`src/rtl/ram_seq_ctrl.sv`:
```
// ram_seq_ctrl: write-fill and paced read-check sequencer for a 1-cycle-latency single-port RAM
module ram_seq_ctrl #(
  parameter int ADDR_W = 8,
  parameter int DATA_W = 8,
  parameter int RD_DIV = 10000
) (
  input  logic              clk,
  input  logic              rst_n,
  input  logic              wr_start,
  input  logic              rd_start,
  input  logic              abort,
  input  logic [1:0]        mode,
  input  logic [DATA_W-1:0] seed,
  input  logic [DATA_W-1:0] rd_data,
  output logic              w_en,
  output logic              r_en,
  output logic [ADDR_W-1:0] addr,
  output logic [DATA_W-1:0] data_in,
  output logic              busy,
  output logic              done,
  output logic [ADDR_W:0]   err_cnt,
  output logic              err_flag
);
  localparam int CW = $clog2(RD_DIV);
  localparam logic [CW-1:0] CMAX = CW'(RD_DIV - 1);
  localparam logic [ADDR_W-1:0] AMAX = '1;

  typedef enum logic [1:0] {IDLE, WRITE, READ, CHECK} state_t;

  state_t            state_q, state_d;
  logic [ADDR_W-1:0] addr_q, addr_d, addr_inc;
  logic [DATA_W-1:0] data_q, data_d, exp_q, exp_d, seed_q, seed_d;
  logic [1:0]        mode_q, mode_d;
  logic [CW-1:0]     cnt_q, cnt_d;
  logic [ADDR_W:0]   err_cnt_q, err_cnt_d;
  logic              w_en_q, w_en_d, r_en_q, r_en_d, busy_q, busy_d, done_q, done_d;
  logic              err_flag_q, err_flag_d, chk_q, chk_d;

  // The address is widened to the data width before inversion, so mode 1 sets all upper data bits.
  function automatic logic [DATA_W-1:0] pat(input logic [1:0] m, input logic [DATA_W-1:0] s,
                                            input logic [ADDR_W-1:0] a);
    logic [DATA_W-1:0] ae;
    ae = DATA_W'(a);
    return m == 2'd0 ? ae : m == 2'd1 ? ~ae : m == 2'd2 ? s : s + ae;
  endfunction

  assign addr_inc = addr_q + 1'b1;

  // State and output registers; every output is driven straight from a flop.
  always_ff @(posedge clk or negedge rst_n) begin
    if (!rst_n) begin
      state_q    <= IDLE;
      addr_q     <= '0;
      data_q     <= '0;
      exp_q      <= '0;
      seed_q     <= '0;
      mode_q     <= '0;
      cnt_q      <= '0;
      err_cnt_q  <= '0;
      w_en_q     <= 1'b0;
      r_en_q     <= 1'b0;
      busy_q     <= 1'b0;
      done_q     <= 1'b0;
      err_flag_q <= 1'b0;
      chk_q      <= 1'b0;
    end else begin
      state_q    <= state_d;
      addr_q     <= addr_d;
      data_q     <= data_d;
      exp_q      <= exp_d;
      seed_q     <= seed_d;
      mode_q     <= mode_d;
      cnt_q      <= cnt_d;
      err_cnt_q  <= err_cnt_d;
      w_en_q     <= w_en_d;
      r_en_q     <= r_en_d;
      busy_q     <= busy_d;
      done_q     <= done_d;
      err_flag_q <= err_flag_d;
      chk_q      <= chk_d;
    end
  end

  // Next state: strobes, addr and data default to the idle values; a compare is dropped on abort.
  always_comb begin
    state_d    = state_q;
    addr_d     = '0;
    data_d     = '0;
    w_en_d     = 1'b0;
    r_en_d     = 1'b0;
    busy_d     = 1'b0;
    done_d     = 1'b0;
    chk_d      = 1'b0;
    cnt_d      = cnt_q;
    exp_d      = exp_q;
    mode_d     = mode_q;
    seed_d     = seed_q;
    err_cnt_d  = err_cnt_q;
    err_flag_d = err_flag_q;
    if (chk_q && !abort && rd_data != exp_q) begin
      err_cnt_d  = err_cnt_q + 1'b1;
      err_flag_d = 1'b1;
    end
    if (abort) begin
      state_d = IDLE;
    end else begin
      case (state_q)
        IDLE: begin
          if (wr_start) begin
            state_d = WRITE;
            mode_d  = mode;
            seed_d  = seed;
            w_en_d  = 1'b1;
            busy_d  = 1'b1;
            data_d  = pat(mode, seed, '0);
          end else if (rd_start) begin
            state_d    = READ;
            mode_d     = mode;
            seed_d     = seed;
            busy_d     = 1'b1;
            cnt_d      = '0;
            err_cnt_d  = '0;
            err_flag_d = 1'b0;
          end
        end
        WRITE: begin
          if (addr_q == AMAX) begin
            state_d = IDLE;
            done_d  = 1'b1;
          end else begin
            w_en_d = 1'b1;
            busy_d = 1'b1;
            addr_d = addr_inc;
            data_d = pat(mode_q, seed_q, addr_inc);
          end
        end
        READ: begin
          busy_d  = 1'b1;
          cnt_d   = cnt_q == CMAX ? '0 : cnt_q + 1'b1;
          r_en_d  = cnt_q == CMAX;
          addr_d  = r_en_q ? addr_inc : addr_q;
          chk_d   = r_en_q;
          exp_d   = pat(mode_q, seed_q, addr_q);
          state_d = r_en_q && addr_q == AMAX ? CHECK : READ;
        end
        default: begin
          state_d = IDLE;
          done_d  = 1'b1;
        end
      endcase
    end
  end

  assign w_en     = w_en_q;
  assign r_en     = r_en_q;
  assign addr     = addr_q;
  assign data_in  = data_q;
  assign busy     = busy_q;
  assign done     = done_q;
  assign err_cnt  = err_cnt_q;
  assign err_flag = err_flag_q;
endmodule

```
`config.mk`:
```
export PLATFORM = sky130hd
export DESIGN_NAME = ram_seq_ctrl
export DESIGN_NICKNAME = d
export VERILOG_FILES = /design/src/rtl/ram_seq_ctrl.sv
export SDC_FILE = /design/constraint.sdc
export NUM_CORES = 1
export LEC_CHECK = 0
export CORE_UTILIZATION = 51
export DETAILED_ROUTE_END_ITERATION = 12
export HOLD_SLACK_MARGIN = 0.06
export PLACE_DENSITY_LB_ADDON = 0.25
export SYNTH_ARGS = -nofsm -noshare
export SYNTH_HDL_FRONTEND = slang
export SYNTH_SLANG_ARGS = --single-unit
export TNS_END_PERCENT = 30
```
`constraint.sdc`:
```
create_clock -name clk -period 2.9 [get_ports clk]
set_clock_uncertainty 0.1 [all_clocks]
set_input_delay 0.58 -clock clk [delete_from_list [all_inputs] [get_ports clk]]
set_output_delay 0.58 -clock clk [all_outputs]
set_load 0.01 [all_outputs]
```
==> run metrics, run 1 <==
flip-flop cell with the highest count after synthesis=sky130_fd_sc_hd__dfrtp_1; max-slew violation count=0; launching element type of the critical path=register; share of the yosys chip area belonging to registers=38.9%; clock buffer count from CTS=9; Final Hold Violating Endpoints=0; slew at the pin closest to its max-slew limit=just under 800 ps; CTS H-Tree Depth=3; kind of critical path=reg -> reg; worst vdd rail ir drop=0.633 mV; Async SR Flop Fraction=100%; proportion of power drawn by flip-flops and latches=31.2%; power after layout=0.00412 W; Max stage delay cell, worst path=sky130_fd_sc_hd__or4_1; CTS tree=done; top cells by instance count after synthesis=65 x sky130_fd_sc_hd__dfrtp_1, 56 x sky130_fd_sc_hd__nor2_1, 37 x sky130_fd_sc_hd__nand2_1; average cell area after synthesis=8.94 µm²; power share of the combinational group=42.8%; maximum single-stage delay on the critical path=480 ps; fraction of the mapped netlist area in compound gates=18.3%; final antenna-violating net count=0; number of distinct library cells after synthesis=61; number of placed I/O pins=53; number of cells upsized or downsized after cts=0; die width=92.6 µm; static leakage power=roughly 2.4 nW; detailed router's first-iteration violation count=between 200 and 300; CP top delay family=compound AO/OA/AOI/OAI gates; count of state elements after synthesis=65; Critical path buffers and inverters=1; total power divided by cell area=783 nW/µm²; Final nets=about 590; initial antenna violation count=0; routability cong.=0.888; number of standard cells after synthesis=468; latest clock arrival within the worst-skew pair=370 ps; Reg clk slew, reported paths=90 ps; core region area=7850 µm²; drt drc=0; main area contributors after synthesis=sky130_fd_sc_hd__dfrtp_1 39%, sky130_fd_sc_hd__xor2_1 7.3%, sky130_fd_sc_hd__ha_1 6.6%; Port-buffer cells=52; cell-by-cell trace of the critical path=buf_4 > ha_1 > a21o_1 > a211o_1 > a2111oi_4 > nor3b_1 > or4_1 > a31oi_1; Worst Path Required=3070 ps; CTS root buffer=sky130_fd_sc_hd__clkbuf_8; Area Overhead vs Synth=25.9%; iteration count of the initial detailed-routing pass=5; setup repair after global routing missed its margin=false; share of synthesized cell area in and, or, nand and nor gates=a little under a fifth; Cell Count, Final, Fillers Out=647; maximum number of pins on one net before global-route repair=43; fin crit period=2710 ps; quantity of hold-fixing buffers added after cts=0; area leader, netlist=sky130_fd_sc_hd__dfrtp_1; type of the tightest min-delay check=in -> async; number of sinks on the clock net=65; Row Count=32; die area=8570 µm²; setup repair bufs after CTS=0; Post-Synth Adder-Cell Area=between 7 and 8%; height of the die=92.6 µm; Max Cap Violations=0; highest net fanout along the worst path=5; initial cell density of the core=53.3%; area fraction of the dominant cell type after synthesis=38.9%; cell total after placement=631; Post-Route WL=around 11000 µm; number of fill cells in the layout=664; dominant combinational cell family by area after synthesis=simple AND/OR/NAND/NOR gates; status=completed; net switching share of the total power=38.9%; post-synthesis instance area=between 4000 and 5000 µm²; ratio of final minimum period to clock period=93.6%; Yosys warnings=0; Peak Freq=368 MHz; HPWL after detailed placement=between 8000 and 9000 µm; global-route wire length before repair=18800 µm; number of synthesized flops with an enable pin=0; ratio of routed vias to standard cells=between 5 and 6; fraction of final layout cells sized beyond drive strength 1=10.3%; Post-Synthesis Net Count=515; headroom to the max-slew limit=48.5%; Post-Route Setup TNS=0 ps; relative contribution of the clock network to total power=roughly a quarter; Internal Pwr Total=0.00252 W; leading cell type by number of instances after synthesis=sky130_fd_sc_hd__dfrtp_1; post-DR wirelength/cell=17.8 µm; endpoint arrival time on the critical path=2890 ps; post-synthesis mux area share=2.36%; xor/xnor cell area share of the yosys netlist=10.9%; via total after detailed routing=3785; residual overflow from global routing=0; overall fraction of global-route tracks in use=between 20% and 30%; net switching power figure=roughly 0.0016 W; number of antenna repair diodes=0; Final Setup Violations=0; vias in the first global route=between 3000 and 4000; maximum buffer depth of the clock tree=2; Crit. End Element=register
[flip-flops by register name (all words and copies together), names as in the netlist]
register / flops
r_en: 1
w_en: 1
addr: 8
data_in: 8
exp_q: 8
mode_q: 2
busy: 1
err_cnt: 9
cnt_q: 14
chk_q: 1
seed_q: 8
state_q: 2
done: 1
err_flag: 1
[cell type report]
class | count | area [µm²] | area share (%)
sequential | 65 | 1630 | 30.9
clock inverter | 6 | 138 | 2.61
inverter | 21 | 78.8 | 1.50
clock buffer | 10 | 138 | 2.61
multi-input combinational | 364 | 2420 | 46.1
timing repair buffer | 79 | 731 | 13.9
tap | 102 | 128 | 2.42
[through the flow]
stage	hold slack (ps)	worst slack [ps]	instance area [µm²]	utilization [%]
6_report	99.7	185	5270	67.1
5_1_grt	160	11.8	5270	67.1
4_1_cts	127	132	5250	66.9
3_5_place_dp	402	133	4970	63.4
3_3_place_gp	380	196	4970	63.4
2_1_floorplan	184	85.9	4180	-
[power by group through the flow]
stage	clock network, W	registers, W	logic [W]
after global routing	0.00112	0.00131	0.00194
after detailed placement	0	0.00130	0.00171
after floorplan	0	0.00126	0.00113
after global placement	0	0.00129	0.00169
after CTS	0.00108	0.00128	0.00173
final	0.00107	0.00129	0.00176
[logic make-up (layout without fill, tap and decap cells)]
| group | count (synthesis) | count (layout) |
|---|---|---|
| XOR/XNOR | 52 | 52 |
| buffers and inverters | 39 | 116 |
| AO/OA/AOI/OAI | 118 | 118 |
| AND/OR/NAND/NOR | 161 | 161 |
| multiplexers | 9 | 9 |
| adder cells (fa/ha/maj) | 24 | 24 |
| flip-flops | 65 | 65 |
[layout by cell type (no fill, tap or decap), types with 2 or more instances in the layout]
cell type | synthesis | final
sky130_fd_sc_hd__clkdlybuf4s50_1 | 0 | 51
sky130_fd_sc_hd__a2111oi_0 | 3 | 2
sky130_fd_sc_hd__and4_1 | 2 | 2
sky130_fd_sc_hd__nand2b_1 | 8 | 8
sky130_fd_sc_hd__clkbuf_8 | 0 | 10
sky130_fd_sc_hd__fa_1 | 2 | 2
sky130_fd_sc_hd__and3_1 | 6 | 6
sky130_fd_sc_hd__a211oi_1 | 5 | 5
sky130_fd_sc_hd__nor4bb_1 | 2 | 2
sky130_fd_sc_hd__o31ai_1 | 4 | 4
sky130_fd_sc_hd__o21ai_0 | 14 | 13
sky130_fd_sc_hd__nor2_1 | 56 | 56
sky130_fd_sc_hd__o21ai_1 | 23 | 24
sky130_fd_sc_hd__dfrtp_1 | 65 | 64
sky130_fd_sc_hd__mux2i_1 | 2 | 2
sky130_fd_sc_hd__nor3_1 | 8 | 8
sky130_fd_sc_hd__o21a_1 | 5 | 5
sky130_fd_sc_hd__xnor2_1 | 17 | 17
sky130_fd_sc_hd__or4_1 | 2 | 2
sky130_fd_sc_hd__buf_4 | 0 | 26
sky130_fd_sc_hd__xor2_1 | 35 | 34
sky130_fd_sc_hd__nor2b_1 | 7 | 6
sky130_fd_sc_hd__and2_1 | 5 | 5
sky130_fd_sc_hd__inv_1 | 20 | 20
sky130_fd_sc_hd__a21o_1 | 5 | 5
sky130_fd_sc_hd__nand3_1 | 12 | 12
sky130_fd_sc_hd__a21oi_1 | 31 | 31
sky130_fd_sc_hd__o311ai_1 | 2 | 2
sky130_fd_sc_hd__nand2_1 | 37 | 37
sky130_fd_sc_hd__a31oi_1 | 3 | 3
sky130_fd_sc_hd__o22ai_1 | 2 | 2
sky130_fd_sc_hd__a211o_1 | 2 | 2
sky130_fd_sc_hd__ha_1 | 22 | 22
sky130_fd_sc_hd__bufinv_16 | 0 | 4
sky130_fd_sc_hd__mux2_1 | 6 | 6
sky130_fd_sc_hd__a311oi_1 | 2 | 2
sky130_fd_sc_hd__nand4_1 | 6 | 6
sky130_fd_sc_hd__a22o_1 | 2 | 2
sky130_fd_sc_hd__nor4_1 | 4 | 4
[worst paths after layout]
| check | start | endpoint | slack [ps] | cells past startpoint |
|---|---|---|---|---|
| min reg2reg | exp_q[5] | exp_q[5] | 410 | 2 |
| max reg2reg | addr[1] | exp_q[7] | 190 | 8 |
| max in group asynchronous | rst_n | cnt_q[7] | 1950 | 2 |
| min in group clk | exp_q[5] | exp_q[5] | 410 | 2 |
| min | rst_n | seed_q[7] | 100 | 1 |
| max | addr[1] | exp_q[7] | 190 | 8 |
[metal layers]
layer / GRT usage, % / share of wire (%)
met1: 38.0 / 44
met2: 46.0 / 46
met3: 5.42 / 6.2
met5: 0 / 0
met4: 12.4 / 3.1
Note: power is estimated with default switching activity, not from simulation.
==> run 2, diff against run 1 <==
--- a/config.mk
+++ b/config.mk
@@ -6,6 +6,7 @@
 export NUM_CORES = 1
 export LEC_CHECK = 0
 export CORE_UTILIZATION = 51
+export CTS_CLUSTER_DIAMETER = 120
 export DETAILED_ROUTE_END_ITERATION = 12
 export HOLD_SLACK_MARGIN = 0.06
 export PLACE_DENSITY_LB_ADDON = 0.25
==> results of run 2 <==
The final DEF is identical to that of run 1; final timing and power are the same.
==> run 3, diff against run 2 <==
--- a/config.mk
+++ b/config.mk
@@ -5,7 +5,7 @@
 export SDC_FILE = /design/constraint.sdc
 export NUM_CORES = 1
 export LEC_CHECK = 0
-export CORE_UTILIZATION = 51
+export CORE_UTILIZATION = 55
 export CTS_CLUSTER_DIAMETER = 120
 export DETAILED_ROUTE_END_ITERATION = 12
 export HOLD_SLACK_MARGIN = 0.06
==> constraint.sdc (replaced) <==
create_clock -name clk -period 3.4 [get_ports clk]
set_clock_uncertainty 0.1 [all_clocks]
set_input_delay 0.68 -clock clk [delete_from_list [all_inputs] [get_ports clk]]
set_output_delay 0.68 -clock clk [all_outputs]
set_load 0.01 [all_outputs]
==> run 3 against run 2 <==
  * Sequential share of layout area is 1.4 points higher
  * Power is 22% lower
  * Sequential power is 12% lower
  * Design area is 4.4% lower
==> run metrics, run 3 (synthesis gave the netlist of run 1 again) <==
initial antenna violation count=0; Final Hold Violating Endpoints=0; Cell Count, Final, Fillers Out=~630; post-DR wirelength/cell=17.1 µm; setup repair bufs after CTS=0; Row Count=31; final antenna-violating net count=0; Max Cap Violations=0; HPWL after detailed placement=between 7000 and 8000 µm; Worst Path Required=~3500 ps; cell total after placement=610; via total after detailed routing=3707; fin crit period=3040 ps; Critical R2R Launch=addr[1]; drt drc=0; die area=~8000 µm²; max-slew violation count=0; latest clock arrival within the worst-skew pair=approximately 360 ps; ratio of final minimum period to clock period=89.3%; number of cells upsized or downsized after cts=0; core region area=~7300 µm²; vias in the first global route=roughly 3500; die width=a little under 90 µm; Post-Route Setup TNS=0 ps; total power divided by cell area=637 nW/µm²; maximum number of pins on one net before global-route repair=33; Final Setup Violations=0; global-route wire length before repair=17200 µm; Post-Route WL=10700 µm; share of the core filled with cells=69.0%; most used routing layer=met2; number of antenna repair diodes=0; cell-by-cell trace of the critical path=ha_1 > nand3_1 > nor2_1 > xor2_1 > ha_1 > nand2_1 > o21ai_0 > nand2_1 > xor2_1 > a2111oi_1 > nor3_1; fraction of final layout cells sized beyond drive strength 1=6.83%; type of the tightest min-delay check=in -> async; residual overflow from global routing=0; CTS tree=done; height of the die=89.2 µm; maximum single-stage delay on the critical path=~530 ps; Max stage delay cell, worst path=sky130_fd_sc_hd__dfrtp_1; Crit. End Element=register; Port-buffer cells=52; power after layout=roughly 0.0032 W; Peak Freq=around 330 MHz; Final nets=569; quantity of hold-fixing buffers added after cts=0; Reg clk slew, reported paths=roughly 80 ps; worst vdd rail ir drop=0.374 mV; highest net fanout along the worst path=9; CP top delay family=simple AND/OR/NAND/NOR gates; met2 layer usage reported by global route=roughly 49%; Area Overhead vs Synth=20.4%; max FFs per register=14; status=completed; slew at the pin closest to its max-slew limit=between 900 and 1000 ps; setup repair after global routing missed its margin=false; number of placed I/O pins=53; CTS root buffer=sky130_fd_sc_hd__clkbuf_8; most common cell after layout, fill and taps aside=sky130_fd_sc_hd__dfrtp_1; CTS H-Tree Depth=3; kind of critical path=reg -> reg; static leakage power=2.22 nW; Largest Register=cnt_q; met3 usage in global routing=5.82%; detailed router's first-iteration violation count=291; headroom to the max-slew limit=~40%; launching element type of the critical path=register; routability cong.=0.993; number of sinks on the clock net=65; endpoint arrival time on the critical path=3130 ps; standard cell area after detailed placement=4820 µm²; Critical path buffers and inverters=0; clock buffer count from CTS=9; initial cell density of the core=between 50% and 60%; iteration count of the initial detailed-routing pass=5; Finished Cell Area=5030 µm²; highest-count cells in the layout ignoring fill and taps=64 x sky130_fd_sc_hd__dfrtp_1, 56 x sky130_fd_sc_hd__nor2_1, 51 x sky130_fd_sc_hd__clkdlybuf4s50_1; overall fraction of global-route tracks in use=approximately 29%; ratio of routed vias to standard cells=around 5.9; GRT met1 Usage=37.7%; Worst Setup SP=addr[1]; maximum buffer depth of the clock tree=2
[run 3: cell types whose count changed in the layout (fill, tap and decap cells not counted)]
| cell | change |
|---|---|
| sky130_fd_sc_hd__clkinv_4 | -1 |
| sky130_fd_sc_hd__nor2b_1 | +1 |
| sky130_fd_sc_hd__clkinvlp_4 | +3 |
| sky130_fd_sc_hd__a2111oi_1 | +1 |
| sky130_fd_sc_hd__o21ai_0 | +1 |
| sky130_fd_sc_hd__a2111oi_2 | -1 |
| sky130_fd_sc_hd__o21ai_1 | -1 |
| sky130_fd_sc_hd__nor2b_2 | -1 |
| sky130_fd_sc_hd__clkinv_2 | +1 |
| sky130_fd_sc_hd__buf_12 | -1 |
| sky130_fd_sc_hd__bufinv_16 | -3 |
| sky130_fd_sc_hd__buf_4 | -17 |
[run 3: worst reg2reg max path, delay by kind of cell, from the launching register on]
family,cells,cell delay [ps]
AO/OA/AOI/OAI,2,640
XOR/XNOR,2,270
adder cells (fa/ha/maj),2,580
AND/OR/NAND/NOR,5,750
flip-flops,1,530
[run 3: through the flow]
stage / hold slack, ps / setup WS [ps]
after floorplan: 284 / 586
after global placement: 385 / 546
after detailed placement: 388 / 404
after CTS: 311 / 381
after global routing: 348 / 29.5
final: 281 / 363
[run 3: routing by layer]
layer / routed length (µm) / vias to the layer above
met5: 0 / -
met4: 228 / 0
met3: 679 / 20
met2: 5070 / 135
met1: 4760 / 1791
li1: - / 1761
[run 3: path summary, 6_finish.rpt]
check / to / slack (ps) / cells after the start
min in group clk: exp_q[0] / 400 / 1
worst min register to register: exp_q[0] / 400 / 1
worst max register to register: data_in[7] / 360 / 11
worst min-delay path: data_in[5] / 280 / 1
worst max-delay path: data_in[7] / 360 / 11
max in group asynchronous: err_cnt[5] / 2180 / 2
[run 3: power by group]
group / switching, W / internal (W)
sequential: 0.000192 / 0.000935
clock: 0.000331 / 0.000359
combinational: 0.000800 / 0.000591
total: 0.00132 / 0.00189
[run 3: area by class of cell]
cell class	instances	area [µm²]
clock inverter	6	66.3
tap	99	124
timing repair buffer	61	583
fill	600	2260
inverter	21	78.8
multi-input combinational	364	2420
clock buffer	10	138
sequential	65	1630
==> RTL change 1, RTL diff (flow settings as in run 2) <==
Reset style: synchronous (`rst_n`), changed in one clocked block.
--- a/src/rtl/ram_seq_ctrl.sv
+++ b/src/rtl/ram_seq_ctrl.sv
@@ -48,5 +48,5 @@
 
   // State and output registers; every output is driven straight from a flop.
-  always_ff @(posedge clk or negedge rst_n) begin
+  always_ff @(posedge clk) begin
     if (!rst_n) begin
       state_q    <= IDLE;
Behaviour: differs if rst_n is asserted again (counterexample within 4 cycles, from zero or initial values and one cycle with rst_n low); with rst_n held inactive, the same outputs for 4 cycles.
==> RTL change 1 against run 2 <==
- critical path depth unchanged
- wire length shrank 0.56%
- sequential cell count unchanged
- synthesized area shrank 0.36%
- cell area is 3.8% lower
- highest routed layer unchanged
- fmax grew 0.25%
- count of clock-buffer cells in the layout is 1 lower
- core utilization decreased by 2.2 points
- worst setup slack improved by 0.0069 ns
- critical endpoint is now data_in[4]
Power is not compared: it rests on default switching activity, and its combinational part moved more than twofold at a synthesized area within 25%.
==> RTL change 1: results (changes against run 2) <==
Beginning of the worst register-to-register path: addr[0] (was addr[1]). The total clock network power is 0.806 mW. Cell with the largest stage delay on the worst path: sky130_fd_sc_hd__dfxtp_1 (was sky130_fd_sc_hd__or4_1). Top register by number of flip-flops: cnt_q (unchanged). The tools report the met2 usage in global routing as 0.444 (was 0.460). The arrival time at the worst endpoint is 2.86 ns (was 2.89 ns), and the headroom to the max-slew limit is 0.420 (was 0.485).

The HPWL after detailed placement came out at 8.49 mm (was 8.43 mm). The peak clock frequency supported by timing is 369 MHz (was 368 MHz), and the met3 global-route usage is 0.0550 (was 0.0542). The prevailing post-synth register cell is sky130_fd_sc_hd__dfxtp_1 (was sky130_fd_sc_hd__dfrtp_1). Path category of the worst min-delay check: register to register (was input port to async pin). The routed length on met1 is 5.08 mm (about the same). Destination of the critical timing path: data_in[4] (was exp_q[7]).

The via count was 4011 (was 3785). The final-layout fill cell count was 682 (was 664); the count of port buffers added during placement was 52 (unchanged). The largest fanout on the critical path was 9 (was 5); the adder and majority gate portion of the synthesized area was 0.0727 (was 0.0754). The mux share of post-synthesis cell area came out at 0.0543 (was 0.0236). VDD sags by at most 0.294 mV.

The number of resized instances in the post-cts repair step is 0 (unchanged), and the clock latency on the worst-skew pair is 0.34 ns (was 0.37 ns). The fraction of the mapped netlist area in compound gates works out to 0.198 (was 0.183). The run gives 0.364 (was 0.380) as the met1 track demand over resource. The net total in the final layout came out at 613 (was 587). The logs give 0.997 (was 0.888) for the weighted congestion reported at the end of routability-driven placement and 0.266 ns (was 0.133 ns) for the worst-case setup slack after placement. The post-synthesis sequential area ratio came out at 0.312 (was 0.389).

The share of layout cells above drive strength 1 came out at 0.0804 (was 0.103). Global-route wire length before repair: 18.4 mm (was 18.8 mm). The largest stage delay on the critical path came out at 0.51 ns (was 0.48 ns). The sum of met2 wire segment lengths after detailed routing came out at 5.30 mm (was 5.34 mm). Ranking of synthesized cells by instance count: 65 x sky130_fd_sc_hd__dfxtp_1, 52 x sky130_fd_sc_hd__nor2_1, 38 x sky130_fd_sc_hd__nand2_1 (was 65 x sky130_fd_sc_hd__dfrtp_1, 56 x sky130_fd_sc_hd__nor2_1, 37 x sky130_fd_sc_hd__nand2_1). Most area-consuming cells after synthesis: sky130_fd_sc_hd__dfxtp_1 31%, sky130_fd_sc_hd__ha_1 6.3%, sky130_fd_sc_hd__nor2_1 4.7% (was sky130_fd_sc_hd__dfrtp_1 39%, sky130_fd_sc_hd__xor2_1 7.3%, sky130_fd_sc_hd__ha_1 6.6%).

The share of synthesized registers carrying an async set or reset was 0 (was 1.00). The routed length on met3 was 683 um (was 711 um); the xor/xnor cell area share of the yosys netlist was 0.0727 (was 0.109). The average wire per standard cell came out at 16.9 um (was 17.8 um). The initial antenna violation count is 0 (unchanged), and the number of distinct library cells after synthesis is 63 (was 61). The run finished with clean final reports. The total global-route track usage was 0.276 (was 0.287); the post-synth net total was 554 (was 515). The number of global-route vias before repair was 3811 (was 3788); the largest net degree at the start of global routing was 26 (was 43). DRC marker count from the first detailed-route iteration: 254 (was 267).
RTL change 1: final cells by class:
class	count	area, um2	area share
clock buffer	9	124	0.0245
clock inverter	7	80.1	0.0158
inverter	16	60.1	0.0119
multi-input combinational	405	2720	0.536
sequential	65	1300	0.257
tap	102	128	0.0252
timing repair buffer	70	656	0.129
RTL change 1: kinds of logic (layout without fill, tap and decap cells):
logic type / after synthesis / count (layout)
XOR/XNOR: 33 / 33
multiplexers: 22 / 22
AND/OR/NAND/NOR: 205 / 205
flip-flops: 65 / 65
adder cells (fa/ha/maj): 23 / 23
AO/OA/AOI/OAI: 122 / 122
buffers and inverters: 38 / 102
RTL change 1: per-stage QoR:
stage               power (mW)  hold WS, ns  cell area [um2]  std cells
floorplan                 1.13        0.343             4170        508
global placement          1.23        0.355             4860        658
detailed placement        1.24        0.360             4860        658
CTS                       2.03        0.371             5060        674
global route              2.11        0.403             5060        674
finish                    2.03        0.366             5060        674
==> RTL change 2, RTL diff (config.mk and constraints of run 2) <==
Without the edit above. `RD_DIV`: 10000 -> 5000.
--- a/src/rtl/ram_seq_ctrl.sv
+++ b/src/rtl/ram_seq_ctrl.sv
@@ -3,5 +3,5 @@
   parameter int ADDR_W = 8,
   parameter int DATA_W = 8,
-  parameter int RD_DIV = 10000
+  parameter int RD_DIV = 5000
 ) (
   input  logic              clk,
Check against the original RTL: same outputs for any inputs over 10 cycles, from zero or initial values and one cycle with rst_n low; that may be too few to reach the edited logic, so the function may still have changed.
==> RTL change 2 against run 2 <==
- synthesized area grew 3.9%
- wire length shrank 6.7%
- sequential share of layout area is essentially flat
- final cell count is the same
- total power shrank 7.5%
- worst setup slack gained 0.022 ns
- cell area shrank 1.6%
- sequential cell count shrank 1
==> RTL change 2: results (changes against run 2) <==
The flow ran to the end, and the final reports show no timing, DRC or antenna violations. Most area-consuming cells after synthesis: sky130_fd_sc_hd__dfrtp_1 37%, sky130_fd_sc_hd__ha_1 6.3%, sky130_fd_sc_hd__xnor2_1 5.4% (was sky130_fd_sc_hd__dfrtp_1 39%, sky130_fd_sc_hd__xor2_1 7.3%, sky130_fd_sc_hd__ha_1 6.6%). The initial antenna violation count is 0 (unchanged). The placeable core area was 8220 um2 (was 7850 um2); the post-synthesis to final-layout area growth was 19.3% (was 25.9%). For the global-route wire length before repair, the log shows 17.9 mm (was 18.8 mm). Largest stage delay on the critical path: 0.50 ns (was 0.48 ns). The detail-routed via count per cell was 5.79 (was 5.85). The headroom to the max-slew limit is 0.548 (was 0.485). The run gives 0.427 mV (was 0.633 mV) as the peak supply drop.

Final-layout fill cell count: 713 (was 664). The run gives 531 (was 515) as the post-synth net total. Largest net degree at the start of global routing: 29 (was 43). Ranking of synthesized cells by instance count: 64 x sky130_fd_sc_hd__dfrtp_1, 44 x sky130_fd_sc_hd__nand2_1, 43 x sky130_fd_sc_hd__o21ai_0 (was 65 x sky130_fd_sc_hd__dfrtp_1, 56 x sky130_fd_sc_hd__nor2_1, 37 x sky130_fd_sc_hd__nand2_1). Cell with the largest stage delay on the worst path: sky130_fd_sc_hd__dfrtp_1 (was sky130_fd_sc_hd__or4_1). The number of cells on the worst reg-to-reg path is 10 (was 8), and the clock latency on the worst-skew pair is 0.35 ns (was 0.37 ns). The DRC marker count from the first detailed-route iteration is 217 (was 267). After clock tree synthesis, the clock-pin slew on the worst setup and hold paths is 0.08 ns. The run gives 484 (was 468) as the instance count of the mapped netlist. The weighted congestion reported at the end of routability-driven placement is 0.886 (was 0.888). The tools report the Yosys warning count as 0 (unchanged). The tools report the worst-case setup slack after placement as 0.185 ns (was 0.133 ns). Path category of the worst min-delay check: input port to async pin (unchanged). The post-synthesis sequential area ratio is 0.369 (was 0.389), and the number of distinct library cells after synthesis is 70 (was 61). The detailed-routing iteration count for the pre-antenna-repair pass came out at 4 (was 5). The prevailing post-synth register cell was sky130_fd_sc_hd__dfrtp_1 (unchanged).

The number of global-route vias before repair was 3669 (was 3788). The net total in the final layout was 584 (was 587); the average wire per standard cell was 16.6 um (was 17.8 um). The share of layout cells above drive strength 1 was 0.0886 (was 0.103). The HPWL after detailed placement came out at 8.15 mm (was 8.43 mm).

The leakage power summed over all cells is 2.25 nW (was 2.36 nW), and the number of flip-flops under the largest register name is 13 (was 14). The total global-route track usage was 0.265 (was 0.287). The count of port buffers added during placement was 52 (unchanged); the largest fanout on the critical path was 9 (was 5). Top register by number of flip-flops: cnt_q (unchanged). The count of placed standard cells in the final layout, fillers left out is 647 (unchanged), and the antenna diode count is 0 (unchanged).

The number of resized instances in the post-cts repair step is 0 (unchanged). The instance area at placement is 4960 um2 (was 4970 um2).
RTL change 2: cell types whose count changed after synthesis, sizes merged, moves of 8 or more:
| cell | change |
|---|---|
| o21ai | +8 |
| nor2 | -14 |
| buf | +9 |
| xor2 | -19 |
| xnor2 | +10 |
| nand2 | +8 |
RTL change 2: where the power goes:
group / switching, mW / leakage (nW) / total, mW / internal (mW)
combinational: 0.941 / 1.29 / 1.64 / 0.700
clock: 0.384 / 0.103 / 0.872 / 0.488
sequential: 0.225 / 0.854 / 1.30 / 1.08
total: 1.55 / 2.25 / 3.82 / 2.27
RTL change 2: cell families after synthesis:
family,after synthesis,share of synthesized area
xor gates and xnor gates,43,0.0867
adders and majority gates,24,0.0726
AOI/OAI and AO/OA,134,0.205
and+or+nand+nor,169,0.200
muxes,8,0.0207
buffers and inverters,42,0.0464
DFF,64,0.369
RTL change 2: layout make-up:
type                       instances  area share
clock buffer                      10      0.0246
clock inverter                     6      0.0179
inverter                          22      0.0159
multi-input combinational        378       0.490
sequential                        64       0.309
tap                              105      0.0254
timing repair buffer              62       0.116
RTL change 2: worst paths after layout:
kind | start | endpoint | slack, ns
worst max-delay path | addr[1] | data_in[6] | 0.21
worst min-delay path | rst_n | err_cnt[8] | 0.14
worst max register to register | addr[1] | data_in[6] | 0.21
worst min register to register | exp_q[0] | exp_q[0] | 0.40
max in group asynchronous | rst_n | addr[6] | 1.93
min in group clk | exp_q[0] | exp_q[0] | 0.40
RTL change 2: metal layers:
layer	GRT usage	wire (um)	vias up
met4	0.0923	198	0
met2	0.438	5180	117
li1	-	-	1840
met5	0	0	-
met3	0.0526	565	16
met1	0.343	4780	1775
RTL change 2: critical path: cells and delay by family (launching register included):
kind	cells	cell delay [ns]
adders and majority gates	2	0.53
DFF	1	0.50
xor gates and xnor gates	1	0.17
and+or+nand+nor	3	0.50
AOI/OAI and AO/OA	4	0.72
